## config.mk

```make
export PLATFORM = sky130hd
export DESIGN_NAME = led_frame_arbiter
export DESIGN_NICKNAME = d
export VERILOG_FILES = /design/src/rtl/led_frame_arbiter.sv
export SDC_FILE = /design/constraint.sdc
export NUM_CORES = 1
export LEC_CHECK = 0
export CAP_MARGIN = 0
export CORE_ASPECT_RATIO = 1.75
export CORE_MARGIN = 1
export CORE_UTILIZATION = 34
export DETAILED_ROUTE_END_ITERATION = 7
export DONT_BUFFER_PORTS = 1
export GPL_ROUTABILITY_DRIVEN = 0
export PLACE_DENSITY = 0.61
export RECOVER_POWER = 100
export SYNTH_ARGS = -nofsm -noshare
export SYNTH_HDL_FRONTEND = slang
export SYNTH_SLANG_ARGS = --single-unit
```

## constraint.sdc

```tcl
create_clock -name clk -period 2.2 [get_ports clk]
set_clock_uncertainty 0.15 [all_clocks]
set_input_delay 0.33 -clock clk [delete_from_list [all_inputs] [get_ports clk]]
set_output_delay 0.33 -clock clk [all_outputs]
set_load 0.005 [all_outputs]
```

## src/rtl/led_frame_arbiter.sv

```systemverilog
// Round-robin arbiter sharing the 8x8 LED matrix between frame producers A and B,
// holding each accepted frame for DWELL_CYCLES. Optional idle blanking: LED_ARB_BLANK_EN.
module led_frame_arbiter #(
    parameter logic [23:0] DWELL_CYCLES = 24'd12_000_000,
    parameter logic [23:0] IDLE_TIMEOUT = 24'd6_000_000
) (
    input  logic        clk,
    input  logic        rst,
    input  logic        a_valid,
    input  logic [63:0] a_frame,
    output logic        a_ready,
    input  logic        b_valid,
    input  logic [63:0] b_frame,
    output logic        b_ready,
    output logic [63:0] frame_out,
    output logic        frame_strobe,
    output logic        owner,
    output logic        busy
);

    typedef enum logic {
        ST_IDLE  = 1'b0,
        ST_DWELL = 1'b1
    } state_t;

`ifdef LED_ARB_BLANK_EN
    localparam bit LP_BLANK_EN = 1'b1;
`else
    localparam bit LP_BLANK_EN = 1'b0;
`endif

    if (DWELL_CYCLES == 24'd0 || (LP_BLANK_EN && IDLE_TIMEOUT == 24'd0)) begin : g_param_check
        $error("led_frame_arbiter: DWELL_CYCLES (and IDLE_TIMEOUT when blanking) must be nonzero");
    end

    state_t      r_state;
    state_t      w_state_nxt;
    logic [23:0] r_cnt;
    logic [23:0] w_cnt_nxt;
    logic        r_last_grant;
    logic [63:0] r_frame;
    logic        r_strobe;
    logic        r_owner;
    logic        w_idle;
    logic        w_grant_a;
    logic        w_grant_b;
    logic        w_hs;
    logic        w_blank;

    // Ready is also masked by rst so no handshake can be taken on a reset edge.
    always_comb begin
        w_idle    = (r_state == ST_IDLE) && !rst;
        w_grant_a = a_valid && (!b_valid || r_last_grant);
        w_grant_b = b_valid && (!a_valid || !r_last_grant);
        a_ready   = w_idle && w_grant_a;
        b_ready   = w_idle && w_grant_b;
        w_hs      = a_ready || b_ready;
    end

    always_comb begin
        w_state_nxt = r_state;
        w_cnt_nxt   = r_cnt;
        case (r_state)
            ST_IDLE: begin
                if (w_hs) begin
                    w_state_nxt = ST_DWELL;
                    w_cnt_nxt   = DWELL_CYCLES - 24'd1;
                end
            end
            ST_DWELL: begin
                if (r_cnt == 24'd0) begin
                    w_state_nxt = ST_IDLE;
                end else begin
                    w_cnt_nxt = r_cnt - 24'd1;
                end
            end
            default: w_state_nxt = ST_IDLE;
        endcase
    end

`ifdef LED_ARB_BLANK_EN
    logic [23:0] r_idle_cnt;

    // Saturates at IDLE_TIMEOUT so the blank fires only on the single crossing cycle.
    always_ff @(posedge clk) begin
        if (rst || r_state != ST_IDLE || w_hs) begin
            r_idle_cnt <= '0;
        end else if (r_idle_cnt != IDLE_TIMEOUT) begin
            r_idle_cnt <= r_idle_cnt + 24'd1;
        end
    end

    always_comb begin
        w_blank = (r_state == ST_IDLE) && !w_hs &&
                  (r_idle_cnt == IDLE_TIMEOUT - 24'd1) && (r_frame != '0);
    end
`else
    always_comb begin
        w_blank = 1'b0;
    end
`endif

    always_ff @(posedge clk) begin
        if (rst) begin
            r_state      <= ST_IDLE;
            r_cnt        <= '0;
            r_last_grant <= 1'b1;
            r_frame      <= '0;
            r_strobe     <= 1'b0;
            r_owner      <= 1'b0;
        end else begin
            r_state  <= w_state_nxt;
            r_cnt    <= w_cnt_nxt;
            r_strobe <= w_hs || w_blank;
            if (w_hs) begin
                r_frame      <= a_ready ? a_frame : b_frame;
                r_owner      <= b_ready;
                r_last_grant <= b_ready;
            end else if (w_blank) begin
                r_frame <= '0;
            end
        end
    end

    assign frame_out    = r_frame;
    assign frame_strobe = r_strobe;
    assign owner        = r_owner;
    assign busy         = (r_state == ST_DWELL);

endmodule

```

==> results.py <==
metrics = {
    "setup_path": {
        "max_stage_delay_ns": 0.57,
        "crit_start": "r_cnt[8]",
        "crit_buf_inv": 1,
        "reg2reg_from": "r_cnt[8]",
        "required_ns": 2.29,
        "cp_slowest_cell": "or4_4",
        "path_cells": "or4_4, nand4bb_4, buf_8, nor4_4, a211oi_1, a311oi_1",
        "cp.arrival_ns": 2.18,
        "start_kind": "flip-flop",
        "crit_family": "simple AND/OR/NAND/NOR gates",
        "path_max_fanout": 6,
        "critPathCaptureType": "flip-flop",
        "ff2ff_setup_slack_ns": 0.12,
        "path_class": "flip-flop to flip-flop",
    },
    "drt": {
        "ant_nets": 0,
        "via_count": 4278,
        "routed_wirelength_mm": 13.3,
        "via_per_inst": 5.74,
        "drt-pass1-iter-count": 7,
        "drt_iter0_drc": 279,
        "drc": 0,
        "wl_per_cell_um": 17.9,
    },
    "yosys": {
        "yosysMostFrequentCell": "nand2_1",
        "synth-async-reset-ratio_pct": 0,
        "synth_top_cell_area_share_pct": 44.4,
        "synthTopCellsByArea": "dfxtp_1 (44%), a311oi_1 (14%), nand2_1 (12%), nor2_1 (6.9%), clkbuf_1 (2.6%)",
        "yosysSeqAreaShare_pct": 44.4,
        "netlist_instances": 510,
        "synthDistinctLibCells": 49,
        "netlist_top_cells_count": "nand2_1 (135), dfxtp_1 (92), nor2_1 (76)",
        "ys_warn_count": 0,
        "ys.flop_type": "dfxtp_1",
        "synth_seq_cells": 92,
        "syn_nets": 644,
        "synth.cell_area_um2": 4150,
        "synth_edf_count": 0,
        "synth_area_per_cell_um2": 8.14,
        "yosysTopAreaCell": "dfxtp_1",
    },
    "floorplanning": {
        "core_um2": 11900,
        "num_rows": 53,
        "die_y_um": 148,
        "die_width_um": 85.5,
        "die_area_um2": 12700,
        "start_util_pct": 34.8,
        "num_io_pins": 201,
    },
    "worst_hold_path": {
        "min-delay-start": "a_frame[56]",
        "hold_path_class": "primary input to flip-flop",
    },
    "placed_design": {
        "io_buffers": 0,
        "post-place-ws_ns": -0.00932,
        "hpwl_mm": 8.21,
    },
    "clock_tree": {
        "cts_tree": "yes",
        "cts_sinks": 92,
        "ctsHtreeMaxLevel": 3,
        "clk_pin_slew_ns": 0.07,
        "clock-root-buffer": "clkbuf_16",
        "cts_buffers": 9,
        "cts_buffer_depth": 2,
        "clkLatencyLatePin_ns": 0.34,
    },
    "sta": {
        "rsz0062_at_grt": "true",
        "fmax_ghz": 0.480,
        "finalHoldViolations": 0,
        "hold_ws_ns": 0.0114,
        "final.setup.tns_ns": 0,
        "period_share_pct": 94.7,
        "tightestPinTransition_ns": 0.455,
        "setup_ws_ns": 0.116,
        "slew_violations": 0,
        "fin_crit_ns": 2.08,
        "slew_headroom_pct": 69.5,
        "setup_viol": 0,
    },
    "pwr": {
        "p_sw_share_pct": 28.2,
        "seqPwrFrac_pct": 43.8,
        "pwr-share-clk_pct": 37.2,
        "power.internal_mw": 3.23,
        "power_frac_comb_pct": 19.0,
        "p_sw_mw": 1.27,
        "power_density_nw_per_um2": 777,
        "leakage_nw": 2.17,
        "vdd_ir_drop_max_v": 0.000401,
    },
    "final_layout": {
        "final_util_pct": 48.6,
        "seqCellArea_um2": 1840,
        "diodes": 0,
        "layout-drive-gt1-share_pct": 10.0,
        "layout.nets": 737,
        "area_delta_synth_final_pct": 39.7,
        "multiInputGateArea_um2": 2130,
        "fillCellCount": 1104,
    },
    "global_route": {
        "antenna_found_initial": 0,
        "grt_start_max_net_pins": 81,
        "grt_overflow_total": 0,
        "grt_pass1_wl_mm": 19.8,
        "track_usage_pct": 19.9,
        "grt_pass1_vias": 4123,
    },
    "run_status": {
        "status": "finished, final reports clean",
    },
    "job": {
        "cap_violations": 0,
    },
}
==> layer usage <==
metal | vias up | GRT usage, % | share of wire, %
li1 | 2019 | - | -
met1 | 2000 | 20.0 | 37
met2 | 223 | 37.1 | 55
met3 | 36 | 5.22 | 5.7
met4 | 0 | 9.92 | 3.0
met5 | - | 0 | 0
==> state kept, by name, indices dropped and copies added, names as in the netlist <==
| signal | flops |
|---|---|
| r_last_grant | 1 |
| frame_out | 64 |
| frame_strobe | 1 |
| busy | 1 |
| owner | 1 |
| r_cnt | 24 |
==> kinds of logic (layout without fill, tap and decap cells) <==
kind of cell	Yosys count	in the layout	synth area share, %
simple gates	247	247	26.4
compound gates	108	108	21.4
flops	92	92	44.4
buf+inv	50	148	4.89
xor+xnor	11	11	2.32
fa+ha+maj	2	2	0.603
==> path summary, 6_finish.rpt <==
path,to,cells past startpoint
worst max-delay path,r_cnt[17],6
worst min-delay path,frame_out[56],2
worst max register to register,r_cnt[17],6
worst min register to register,r_last_grant,1
==> cell usage in the layout, fill, tap and decap left out, types with 2 or more instances in the layout <==
master,instances
a211oi_1,5
a21oi_1,12
a311oi_1,67
a31oi_1,2
and2_1,2
buf_12,6
buf_4,18
bufinv_16,2
clkbuf_16,10
clkinvlp_4,2
dfxtp_1,92
dlygate4sd3_1,97
ha_1,2
inv_1,6
inv_6,3
nand2_1,135
nand3_1,3
nand4_1,5
nor2_1,75
nor3_1,5
nor4_1,3
nor4_2,4
nor4_4,2
o211ai_1,3
o21ai_1,2
o31ai_1,2
o41ai_1,3
or4_1,2
xnor2_1,7
xor2_1,4
==> power groups by stage <==
stage / Combinational (mW) / Sequential (mW) / Clock [mW]
2_1_floorplan: 0.492 / 1.96 / 0
3_3_place_gp: 0.622 / 2.00 / 0
3_5_place_dp: 0.646 / 2.00 / 0
4_1_cts: 0.815 / 1.96 / 1.73
5_1_grt: 0.935 / 1.99 / 1.78
6_report: 0.856 / 1.97 / 1.68
==> final cells by class <==
| cell class | count | share of cell area [%] |
|---|---|---|
| Clock inverter | 7 | 1.68 |
| Inverter | 8 | 0.648 |
| Multi-Input combinational cell | 368 | 36.7 |
| Sequential cell | 92 | 31.8 |
| Timing Repair Buffer | 124 | 22.3 |
| Tap cell | 137 | 2.96 |
| Clock buffer | 9 | 3.89 |
==> per-stage QoR <==
step / total power [mW] / cells / cell area (um2)
2_1_floorplan: 2.45 / 510 / 4150
3_3_place_gp: 2.62 / 630 / 4420
3_5_place_dp: 2.65 / 630 / 4420
4_1_cts: 4.51 / 742 / 5720
5_1_grt: 4.71 / 745 / 5800
6_report: 4.50 / 745 / 5800
==> repair_timing <==
item,CTS,global route
resized for setup,0,6
hold buffers,96,2
cloned,0,1
pin swaps,1,4
setup buffers,0,0
hold endpoints to repair,80,1
setup endpoints to repair,1,10
(Power assumes the default switching activity.)
